==> src/rtl/scan_chain_datapath.sv <==
// Stimulus/response scan datapath: serial load + rotate-launch stimulus chain,
// serial unload + MISR response chain, with load/capture progress counters.
module scan_chain_datapath #(
  parameter int N1 = 200,
  parameter int N2 = 7
) (
  input  logic          Clock,
  input  logic          nReset,
  input  logic          Inkeep,
  input  logic          Inshift,
  input  logic          Outkeep,
  input  logic          Outshift,
  input  logic          Start2,
  input  logic          SerIn,
  input  logic [N1-1:0] DutResp,
  output logic [N1-1:0] DutStim,
  output logic          SerOut,
  output logic [9:0]    InCount,
  output logic          LoadDone,
  output logic [3:0]    CapCount,
  output logic          CapOk
);

  // Targets that cannot be represented in the counter width disable their flag.
  localparam bit         LOAD_REACHABLE = (N1 <= 1023);
  localparam logic [9:0] LOAD_TARGET    = LOAD_REACHABLE ? 10'(N1) : 10'd0;
  localparam bit         CAP_REACHABLE  = (N2 >= 0) && (N2 + 1 <= 15);
  localparam logic [3:0] CAP_TARGET     = CAP_REACHABLE ? 4'(N2 + 1) : 4'd0;

  if (N1 > 1023) begin : g_n1_warn
    $warning("scan_chain_datapath: N1=%0d exceeds InCount range, LoadDone will never assert", N1);
  end

  logic [N1-1:0] r_stim;
  logic [N1-1:0] r_resp;
  logic [9:0]    r_in_cnt;
  logic [3:0]    r_cap_cnt;
  logic          r_load_done;
  logic          r_cap_ok;

  logic          w_load;
  logic          w_cap;
  logic [9:0]    w_in_base;
  logic [9:0]    w_in_next;
  logic [3:0]    w_cap_base;
  logic [3:0]    w_cap_next;

  assign w_load = !Inkeep && !Inshift;
  assign w_cap  = !Outkeep && !Outshift;

  // Start2 clears first, then the same-cycle increment is applied on top.
  assign w_in_base  = Start2 ? 10'd0 : r_in_cnt;
  assign w_in_next  = (w_load && (w_in_base != 10'h3FF)) ? w_in_base + 10'd1 : w_in_base;
  assign w_cap_base = Start2 ? 4'd0 : r_cap_cnt;
  assign w_cap_next = (w_cap && (w_cap_base != 4'hF)) ? w_cap_base + 4'd1 : w_cap_base;

  always_ff @(posedge Clock or negedge nReset) begin
    if (!nReset) begin
      r_stim      <= '0;
      r_resp      <= '0;
      r_in_cnt    <= '0;
      r_cap_cnt   <= '0;
      r_load_done <= 1'b0;
      r_cap_ok    <= 1'b0;
    end else begin
      if (!Inkeep) begin
        if (Inshift) r_stim <= {r_stim[N1-2:0], r_stim[N1-1]};
        else         r_stim <= {r_stim[N1-2:0], SerIn};
      end
      if (!Outkeep) begin
        if (Outshift) r_resp <= {r_resp[N1-2:0], 1'b0};
        else          r_resp <= {r_resp[N1-2:0], r_resp[N1-1]} ^ DutResp;
      end
      r_in_cnt    <= w_in_next;
      r_cap_cnt   <= w_cap_next;
      r_load_done <= LOAD_REACHABLE && (w_in_next >= LOAD_TARGET);
      r_cap_ok    <= CAP_REACHABLE && (w_cap_next == CAP_TARGET);
    end
  end

  assign DutStim  = r_stim;
  assign SerOut   = r_resp[N1-1];
  assign InCount  = r_in_cnt;
  assign LoadDone = r_load_done;
  assign CapCount = r_cap_cnt;
  assign CapOk    = r_cap_ok;

endmodule
==> config.mk <==
export PLATFORM = sky130hd
export DESIGN_NAME = scan_chain_datapath
export DESIGN_NICKNAME = d
export VERILOG_FILES = /design/src/rtl/scan_chain_datapath.sv
export SDC_FILE = /design/constraint.sdc
export NUM_CORES = 1
export LEC_CHECK = 0
export ABC_AREA = 1
export ABC_CLOCK_PERIOD_IN_PS = 1800
export BUFFER_PORTS_ARGS = -buffer_cell sky130_fd_sc_hd__buf_2
export CAP_MARGIN = 15
export CORE_ASPECT_RATIO = 1.75
export CORE_MARGIN = 1
export CORE_UTILIZATION = 37
export CTS_BUF_LIST = sky130_fd_sc_hd__clkbuf_4 sky130_fd_sc_hd__clkbuf_8 sky130_fd_sc_hd__clkbuf_16
export DETAILED_ROUTE_END_ITERATION = 16
export PLACE_DENSITY = 0.61
export SYNTH_ARGS = -nofsm -noshare
export SYNTH_HDL_FRONTEND = slang
export SYNTH_SLANG_ARGS = --single-unit
==> constraint.sdc <==
create_clock -name Clock -period 1.8 [get_ports Clock]
set_input_delay 0.09 -clock Clock [delete_from_list [all_inputs] [get_ports Clock]]
set_output_delay 0.09 -clock Clock [all_outputs]
set_load 0.02 [all_outputs]
* Yosys cells after proc, flatten, opt, wreduce, memory -nomap -nowiden *
Cells that the tools add are included.

operators by class
  magnitude comparators = 1
  mux-type cells = 6
  reductions and logical operators = 8
  bitwise gates (word level) = 1
  divide/modulo/power cells = 0
  shift operators = 0
  add/subtract/negate cells = 2
  multipliers = 0
  equality and inequality tests = 3

operators by type and width
  operator               count
  $mux 200               1
  $xor 200x200->200      1
  $mux 10                2
  $add 10x1->10 const B  1
  $ge 10x8->1 const B    1
  $ne 10x10->1 const B   1
  $mux 4                 2
  $add 4x1->4 const B    1
  $eq 4x4->1 const B     1
  $logic_and 1x1->1      4
  $logic_not 1->1        4
  $ne 4x4->1 const B     1
  $mux 1                 1

word-level totals
  bits of input ports = 208
  bits in writable memories = 0
  bits in latches = 0
  memories kept = 0
  memory bits (read-only) = 0
  flip-flop bits (word level) = 416

* Logic depth before layout (Yosys ltp) *
Gate-level depths: netlist (run 1).

  depth in word-level cells = 5
  gate-level depth with buffers = 13

* Worst setup path after synthesis (run 1) *
Ideal clock, no wire load.

  kind = flip-flop to flip-flop
  from = register r_in_cnt[0], in the netlist InCount[0]
  to = register r_load_done, in the netlist LoadDone
  arrival time = 1.672 ns
  setup time = 0.117 ns
  cell stages (with the launch flop) = 13
  required time = 1.683 ns
  slack = 0.011 ns
  path buffers = 0
  cell sequence = dfrtp_1 > inv_1 > nor2_1 > ha_1 > nand2_1 > nor2_4 > nand3_4 > nand2_4 > inv_4 > nand3b_1 > nand2_2 > nor2_1 > nand2_1

between the ends
  cells in the longest elaborated chain, start to end = 5

ends and longest elaborated chain
  element                                                                RTL line  source
  start, declared                                                        36        logic [9:0] r_in_cnt;
  start signal, assigned                                                 74        r_in_cnt <= w_in_next;
  $mux 10 *                                                              52        assign w_in_base = Start2 ? 10'd0 : r_in_cnt;
  parallel branches: the longest is 2 deep, another holds $add 10x1->10  --
  $mux 10 *                                                              53        assign w_in_next = (w_load && (w_in_base != 10'h3FF)) ? w_in_base + 10'd1 : w_in_base;
  named net w_in_next[8]                                                 44        logic [9:0] w_in_next;
  $ge 10x8->1 *                                                          76        r_load_done <= LOAD_REACHABLE && (w_in_next >= LOAD_TARGET);
  end signal, assigned                                                   76
  end, declared                                                          38        logic r_load_done;

Mark *: on every way through the listed nets, which the timed path passes.
A chain may end at the register's enable or synchronous reset.

* Final worst setup path (run 1) *
Ends and elaborated chain as after synthesis.

==> flow_summary.yaml, run 1 <==
critical_path:
  worst-path-max-fanout: 3
  end_kind: "flip-flop"
  worstPathCellList: "inv_1 -> nor2_2 -> ha_2 -> nand2_2 -> nor2_4 -> buf_4 -> nand2_1 -> nor2_1 -> nand2_1 -> nand2_1 -> nand2_2 -> nor2_1 -> nand2_1"
  worst_setup_path_start_kind: "flip-flop"
  crit_slowest_cell: "dfrtp_1"
  worstPathRequired_ns: 2.23
  crit_top_cell: "nand2_1"
  crit_type: "flip-flop to flip-flop"
  crit_arrival_ns: 2.18
  slowest_delay_ns: 0.37
power_and_ir_drop:
  p_int_uw: 17900
  power.leakage_uw: 0.0132
  sw_frac_of_total: 0.275
  powerDensity_nw_per_um2: 1000
  power_frac_comb: 0.154
  switching_power_uw: 6790
  p_total_uw: 24600
  max-vdd-ir-drop_mv: 0.799
  pwr-share-clk: 0.370
  seqPwrFrac: 0.476
job:
  maxCapViolations: 0
sta:
  fin_setup_tns_ns: 0
  whs_ns: 0.0541
  drv_slew: 0
  worstMarginPinSlew_ns: 0.689
  maxSlewHeadroom: 0.541
  fin_skew_ns: 0.00932
  hold_viol_final: 0
  rsz0062_at_grt: "true"
  max_freq_mhz: 571
  period_needed_ns: 1.75
  period_share: 0.973
  setup_violations: 0
synth:
  synth_nets: 2266
  yosysTopAreaCellShare: 0.575
  synth.distinct_cells: 29
  synth_area_leaders: "dfrtp_1 (57%), nand2_1 (21%), xor2_1 (9.8%)"
  synthCells: 2056
  yosys_warnings: 0
  yosys.area.top_type: "dfrtp_1"
  syn_area_um2: 18100
  synth_area_per_cell_um2: 8.81
  ys_seq_area_frac: 0.575
  synth_seq_cells: 416
grt:
  grt_first_pass_wirelength_mm: 82.2
  grt_start_max_net_pins: 152
  antenna_found_initial: 0
  grt_use_total: 0.206
  grt_pass1_vias: 15920
  grt-ovfl-total: 0
place:
  gp_congestion: 0.824
  placed_cell_area_um2: 21100
  portBuffers: 424
  dp.final_hpwl_mm: 33.9
routing:
  vias: 15489
  viasPerCell: 4.65
  postRouteAntennaNets: 0
  drt-pass1-iter-count: 5
  post_drt_wl_per_cell_um: 15.5
  drtIter0Drc: 912
  drcViolationCount: 0
  routed_wl_mm: 51.7
clock_network:
  h-tree-depth: 2
  cts_tree: "built"
  clock_path_buffers: 3
  cts_made_buffers: 42
  worstSkewPairLatency_ns: 0.53
  cts_root_buf: "clkbuf_16"
  clk_pin_slew_ns: 0.06
  clock_sinks: 416
layout:
  stdcell_area_um2: 24600
  n_fill_cell: 4411
  final_common_cell: "nand2_1"
  nets: 2864
  regArea_um2: 10400
  drive_gt1_frac: 0.209
  final_cell_mix: "nand2_1 (1,032), buf_2 (421), dfrtp_1 (416), o21ai_0 (207), dlygate4sd3_1 (206)"
  syn_to_final_growth_pct: 35.8
  multi_input_area_um2: 7080
die:
  die_area_um2: 49900
  die_h_um: 295
  num_rows: 106
  die_w_um: 169
  initial_core_util: 0.377
  coreArea_um2: 48000
  ios: 425
worst_hold_path:
  hold_path.class: "input port to flip-flop"
run_status:
  status: "finished clean"
## cells in the mapped netlist
library cell	count
a21oi_1	1
a22oi_1	1
buf_1	2
buf_12	1
buf_2	25
buf_4	10
buf_6	2
clkbuf_1	72
dfrtp_1	416
ha_1	2
inv_1	29
inv_2	1
inv_4	1
inv_8	1
nand2_1	1034
nand2_2	4
nand2_4	2
nand3_1	6
nand3_2	3
nand3_4	3
nand3b_1	4
nand4_1	5
nor2_1	15
nor2_2	3
nor2_4	2
o21ai_0	207
o31ai_1	1
xnor2_1	1
xor2_1	202
## logic make-up after synthesis
logic type	count (synthesis)	share of synthesized area
AOI/OAI and AO/OA	210	0.0583
xor gates and xnor gates	203	0.0981
adders and majority gates	2	0.00138
buffers and inverters	144	0.0359
DFF	416	0.575
and+or+nand+nor	1081	0.232
## final timing paths
kind / depth (start not counted) / slack [ns] / start / end
max: 13 / 0.05 / InCount[0] / LoadDone
min in group asynchronous: 2 / 0.12 / nReset / DutStim[184]
max reg2reg: 13 / 0.05 / InCount[0] / LoadDone
max in group asynchronous: 3 / 0.91 / nReset / r_resp[13]
min: 4 / 0.05 / DutResp[5] / r_resp[5]
min reg2reg: 2 / 0.49 / DutStim[175] / DutStim[176]
## sequential cells by signal, indices dropped and copies added (netlist names)
register,count
r_resp,200
CapOk,1
CapCount,4
InCount,10
LoadDone,1
DutStim,200
## critical path: cells and delay by family (launching register included)
kind	cells	cell delay, ns
adder cells (fa/ha/maj)	1	0.22
AND/OR/NAND/NOR	10	0.86
buffers and inverters	2	0.19
flip-flops	1	0.37
## power groups by stage
stage               combinational, uW  clock (uW)  sequential [uW]
floorplan                        2010           0            11800
global placement                 3310           0            11800
detailed placement               3400           0            11900
CTS                              3790        9390            11700
global route                     4300        9690            11900
finish                           3790        9120            11700
## routing by layer
metal,track usage,part of all wire,vias to the layer above
li1,-,-,7538
met1,0.227,0.38,7273
met2,0.363,0.51,496
met3,0.0365,0.046,182
met4,0.136,0.064,0
met5,0,0,-
## metrics by stage
| stage | utilization | cells | setup slack (ns) |
|---|---|---|---|
| after global routing | 0.512 | 3331 | -0.0491 |
| after CTS | 0.511 | 3328 | 0.0165 |
| after detailed placement | 0.439 | 3050 | 0.0282 |
| after floorplan | - | 2056 | 0.0109 |
| final | 0.513 | 3333 | 0.0480 |
| after global placement | 0.439 | 3050 | 0.0755 |
## final cells by class
type	instances	area share
multi-input combinational	1496	0.288
sequential	416	0.423
antenna	2	0.000203
inverter	32	0.00569
timing repair buffer	666	0.192
clock inverter	13	0.00620
tap	648	0.0329
clock buffer	60	0.0524
## repair_timing
item,4_1_cts,5_1_grt
buffers inserted,0,2
hold buffers,205,1
endpoints found under the hold margin,303,1
gates resized for setup,0,8
endpoints found under the setup margin,0,8
Power figures use the tool's default switching activity.
==> run 2: changes to the inputs <==
--- a/config.mk
+++ b/config.mk
@@ -6,7 +6,7 @@
 export NUM_CORES = 1
 export LEC_CHECK = 0
 export ABC_AREA = 1
-export ABC_CLOCK_PERIOD_IN_PS = 1800
+export ABC_CLOCK_PERIOD_IN_PS = 2100
 export BUFFER_PORTS_ARGS = -buffer_cell sky130_fd_sc_hd__buf_2
 export CAP_MARGIN = 15
 export CORE_ASPECT_RATIO = 1.75
==> constraint.sdc (replaced) <==
create_clock -name Clock -period 2.1 [get_ports Clock]
set_input_delay 0.105 -clock Clock [delete_from_list [all_inputs] [get_ports Clock]]
set_output_delay 0.105 -clock Clock [all_outputs]
set_load 0.02 [all_outputs]
==> run 2 against run 1 <==
- setup slack improved by 0.13 ns
- wire length increased by 0.57%
- design area fell by 1.1%
- critical path depth shrank 1
- via count fell by 1.0%
- first-iteration DRC count down 11%
- register-to-register slack improved by 0.13 ns
- largest cell class unchanged
- highest routed layer unchanged
- final cell count down 0.51%
- count of clock-buffer cells in the layout did not move
==> flow_summary.yaml, run 2 (synthesized netlist as in run 1, its figures left out) <==
layout:
  nets: 2849
  drive_gt1_frac: 0.204
  syn_to_final_growth_pct: 34.3
  stdcell_area_um2: 24300
  final_cell_mix: "nand2_1 (1,034), buf_2 (421), dfrtp_1 (416), o21ai_0 (207), xor2_1 (202)"
  final_common_cell: "nand2_1"
  fin_util: 0.507
clock_network:
  clock_path_buffers: 3
  worstSkewPairLatency_ns: 0.54
  clock_sinks: 416
  h-tree-depth: 2
  ctsResizeCount: 0
  cts_made_buffers: 40
  cts_tree: "built"
  cts_root_buf: "clkbuf_16"
  clk_pin_slew_ns: 0.07
  cts_setup_buffers: 0
routing:
  viasPerCell: 4.62
  post_drt_wl_per_cell_um: 15.7
  routed_wl_mm: 52.0
  vias: 15330
  drtIter0Drc: 813
  postRouteAntennaNets: 0
  drcViolationCount: 0
  drt-pass1-iter-count: 5
critical_path:
  worstPathRequired_ns: 2.51
  crit_arrival_ns: 2.33
  end_kind: "flip-flop"
  r2r_setup_slack_ns: 0.18
  worst-path-max-fanout: 7
  crit_type: "flip-flop to flip-flop"
  worst_setup_path_start_kind: "flip-flop"
die:
  initial_core_util: 0.377
  coreArea_um2: 48000
  die_w_um: 169
  num_rows: 106
  die_h_um: 295
  die_area_um2: 49900
  ios: 425
job:
  maxCapViolations: 0
sta:
  fin_setup_tns_ns: 0
  period_needed_ns: 1.92
  period_share: 0.914
  fin_skew_ns: 0.0198
  worstMarginPinSlew_ns: 0.847
  max_freq_mhz: 521
  hold_viol_final: 0
  maxSlewHeadroom: 0.435
  whs_ns: 0.0115
  drv_slew: 0
  rsz0062_at_grt: "false"
  setup_ws_ns: 0.181
  setup_violations: 0
grt:
  met1_usage: 0.233
  grt_start_max_net_pins: 184
  grt_use_total: 0.207
  grt_first_pass_wirelength_mm: 82.7
  grt_pass1_vias: 15956
  grt_util_met2: 0.369
  antenna_found_initial: 2
  grt-ovfl-total: 0
  use_met3: 0.0333
  busiest_layer: "met2"
power_and_ir_drop:
  powerDensity_nw_per_um2: 855
  max-vdd-ir-drop_mv: 0.659
  power.leakage_uw: 0.0130
place:
  placed_cell_area_um2: 21000
  gp_congestion: 0.850
  dp.final_hpwl_mm: 33.8
  portBuffers: 424
  place_ws_ns: 0.226
run_status:
  status: "finished clean"
worst_hold_path:
  hold_path.class: "input port to flip-flop"
[run 2: cell count changes in the layout (fill, tap and decap cells not counted), moves of 4 or more]
| cell | change |
|---|---|
| dlygate4sd3_1 | -6 |
| clkinv_2 | -5 |
| buf_12 | -5 |
| clkbuf_16 | -4 |
[run 2: per-layer routing]
| metal | wire length (um) | vias up |
|---|---|---|
| met5 | 0 | - |
| met4 | 2860 | 0 |
| met3 | 2490 | 154 |
| met2 | 26500 | 469 |
| met1 | 20100 | 7203 |
| li1 | - | 7504 |
[run 2: per-stage QoR]
| stage | instances | total power (uW) |
|---|---|---|
| finish | 3316 | 20800 |
| floorplan | 2056 | 11900 |
| global placement | 3045 | 12900 |
| detailed placement | 3045 | 13100 |
| global route | 3316 | 21800 |
| CTS | 3314 | 21000 |
[run 2: worst paths after layout]
| kind | start | endpoint | depth (start not counted) |
|---|---|---|---|
| worst max-delay path | InCount[0] | LoadDone | 12 |
| worst min-delay path | DutResp[111] | r_resp[111] | 4 |
| worst max register to register | InCount[0] | LoadDone | 12 |
| worst min register to register | DutStim[153] | DutStim[154] | 2 |
| max in group asynchronous | nReset | r_resp[131] | 4 |
| min in group asynchronous | nReset | DutStim[36] | 2 |
[run 2: power breakdown]
part           leakage [uW]  switching, uW  internal, uW  total [uW]
logic               0.00689           1730          1470        3200
clock network      0.000683           3120          4410        7540
registers           0.00547            885          9170       10100
[run 2: what timing repair did]
| item | CTS | global route |
|---|---|---|
| endpoints found under the hold margin | 449 | 0 |
| hold buffers | 200 | 0 |
| endpoints found under the setup margin | 0 | 0 |
[run 2: worst max-delay path, cell delays in order (launching register included)]
cell	delay (ns)
dfrtp_1	0.37
inv_1	0.05
nor2_1	0.21
ha_1	0.23
nand2_1	0.11
nor2_4	0.20
nand3_4	0.13
nand2_4	0.14
inv_4	0.07
nand3b_1	0.10
nand2_2	0.06
nor2_1	0.08
nand2_1	0.06
[run 2: cell type report]
| class | instances | area [um^2] |
|---|---|---|
| repair buffers | 653 | 4540 |
| fillers | 4436 | 23700 |
| diodes | 2 | 5.00 |
| multi-input cells | 1496 | 7060 |
| well taps | 648 | 811 |
| clock buffers | 60 | 1220 |
| clock inverters | 9 | 135 |
| inverters | 32 | 140 |
| flip-flops and latches | 416 | 10400 |
==> run 3: changes to the inputs <==
--- a/config.mk
+++ b/config.mk
@@ -9,12 +9,14 @@
 export ABC_CLOCK_PERIOD_IN_PS = 2100
 export BUFFER_PORTS_ARGS = -buffer_cell sky130_fd_sc_hd__buf_2
 export CAP_MARGIN = 15
+export CELL_PAD_IN_SITES_DETAIL_PLACEMENT = 1
+export CELL_PAD_IN_SITES_GLOBAL_PLACEMENT = 1
 export CORE_ASPECT_RATIO = 1.75
 export CORE_MARGIN = 1
 export CORE_UTILIZATION = 37
 export CTS_BUF_LIST = sky130_fd_sc_hd__clkbuf_4 sky130_fd_sc_hd__clkbuf_8 sky130_fd_sc_hd__clkbuf_16
 export DETAILED_ROUTE_END_ITERATION = 16
-export PLACE_DENSITY = 0.61
+export PLACE_DENSITY = 0.77
 export SYNTH_ARGS = -nofsm -noshare
 export SYNTH_HDL_FRONTEND = slang
 export SYNTH_SLANG_ARGS = --single-unit
==> run 3 against run 2 <==
- the run now ends with negative hold slack left
- count of clock-buffer cells in the layout is 1 higher
- final cell count up 0.42%
- sequential power about the same
- global-route usage is 5.1 points higher
- critical endpoint is now CapCount[3]
==> flow_summary.yaml, run 3 (synthesized netlist as in run 1, its figures left out) <==
run_status:
  status: "complete, but fails checks"
  violations: "negative hold slack"
sta:
  setup_violations: 0
  worstMarginPinSlew_ns: 0.751
  maxSlewHeadroom: 0.499
  whs_ns: -0.00145
  rsz0062_at_grt: "false"
  period_share: 0.905
  period_needed_ns: 1.90
  fin_setup_tns_ns: 0
  max_freq_mhz: 526
  drv_slew: 0
  fin_skew_ns: 0.0157
  setup_ws_ns: 0.200
  hold_viol_final: 1
clock_network:
  h-tree-depth: 2
  cts_tree: "built"
  clk_pin_slew_ns: 0.07
  clock_sinks: 416
  cts_made_buffers: 42
  cts_setup_buffers: 0
  cts_root_buf: "clkbuf_16"
  clock_path_buffers: 3
  worstSkewPairLatency_ns: 0.55
power_and_ir_drop:
  power.leakage_uw: 0.0131
  max-vdd-ir-drop_mv: 0.860
  p_total_uw: 21700
  powerDensity_nw_per_um2: 887
layout:
  multi_input_area_um2: 7070
  n_fill_cell: 5643
  final_cell_mix: "nand2_1 (1,034), buf_2 (421), dfrtp_1 (416), o21ai_0 (206), xor2_1 (202)"
  regArea_um2: 10400
  syn_to_final_growth_pct: 35.1
  drive_gt1_frac: 0.207
  final_common_cell: "nand2_1"
  nets: 2854
routing:
  drtIter0Drc: 873
  viasPerCell: 4.89
  vias: 16280
  postRouteAntennaNets: 0
  routed_wl_mm: 64.0
  drt-pass1-iter-count: 4
  drcViolationCount: 0
  post_drt_wl_per_cell_um: 19.2
critical_path:
  critPathCapture: "CapCount[3]"
  regToRegEndpoint: "CapCount[3]"
  crit_arrival_ns: 2.32
  worstPathRequired_ns: 2.52
  crit_type: "flip-flop to flip-flop"
  worst-path-max-fanout: 4
  r2r_cells: 9
  worst_setup_path_start_kind: "flip-flop"
  reg2reg_from: "CapCount[0]"
  crit_path_start: "CapCount[0]"
  end_kind: "flip-flop"
  r2r_setup_slack_ns: 0.20
place:
  dp.final_hpwl_mm: 36.9
  portBuffers: 424
  place_ws_ns: 0.130
  gp_congestion: 0.822
die:
  die_area_um2: 49900
  die_h_um: 295
  ios: 425
  coreArea_um2: 48000
  num_rows: 106
  initial_core_util: 0.377
  die_w_um: 169
worst_hold_path:
  hp-start: "DutResp[130]"
  hold_path.class: "input port to flip-flop"
  whs_path_depth: 4
grt:
  grt_pass1_vias: 18403
  grt_use_total: 0.259
  grt-ovfl-total: 0
  grt_first_pass_wirelength_mm: 100
  grt_start_max_net_pins: 128
  antenna_found_initial: 4
job:
  maxCapViolations: 0
-- run 3: changes by cell type in the layout (fill, tap and decap cells not counted), moves of 3 or more --
cell,before,now
clkinv_2,2,5
clkinvlp_4,0,4
diode_2,2,6
clkbuf_8,9,5
buf_4,15,18
clkbuf_16,41,45
-- run 3: metrics by stage --
stage	area [um^2]	cells	util
6_report	24500	3330	0.510
5_1_grt	24500	3328	0.510
4_1_cts	24500	3324	0.510
3_5_place_dp	21000	3049	0.437
3_3_place_gp	21000	3049	0.437
2_1_floorplan	18100	2056	-
-- run 3: worst min-delay path by stage --
stage                        to  slack [ns]
floorplan           CapCount[0]       -0.19
global placement    DutStim[67]        0.05
detailed placement  DutStim[68]        0.05
CTS                 r_resp[162]       0.002
global route        r_resp[130]        0.01
finish              r_resp[130]      -0.001
-- run 3: layout make-up --
type | count | area share
inverters | 32 | 0.00572
diodes | 6 | 0.000613
multi-input cells | 1496 | 0.289
clock buffers | 61 | 0.0522
flip-flops and latches | 416 | 0.425
well taps | 648 | 0.0331
repair buffers | 656 | 0.187
clock inverters | 15 | 0.00787
-- run 3: repair_timing --
| item | CTS | global route |
|---|---|---|
| endpoints found under the setup margin | 0 | 2 |
| gates resized for setup | 0 | 3 |
| hold buffers | 199 | 0 |
| endpoints found under the hold margin | 507 | 0 |
-- run 3: worst max-delay path: stages, from the launching register on --
cell and delay [ns]:
dfrtp_1 0.34, inv_1 0.05, nor2_1 0.25, ha_1 0.32
nand3_1 0.11, nand3_1 0.17, inv_1 0.13, nand4_1 0.12
xor2_1 0.22, inv_1 0.06
-- run 3: metal layers --
metal,wire length (um),vias to the layer above,global-route usage
li1,-,7519,-
met1,22100,8063,0.256
met2,34900,481,0.488
met3,2660,217,0.0459
met4,4240,0,0.169
met5,0,-,0
-- run 3: where the power goes --
| part | internal, uW | switching, uW |
|---|---|---|
| registers | 9170 | 1000 |
| clock network | 4750 | 3350 |
| logic | 1480 | 1980 |
| total | 15400 | 6330 |
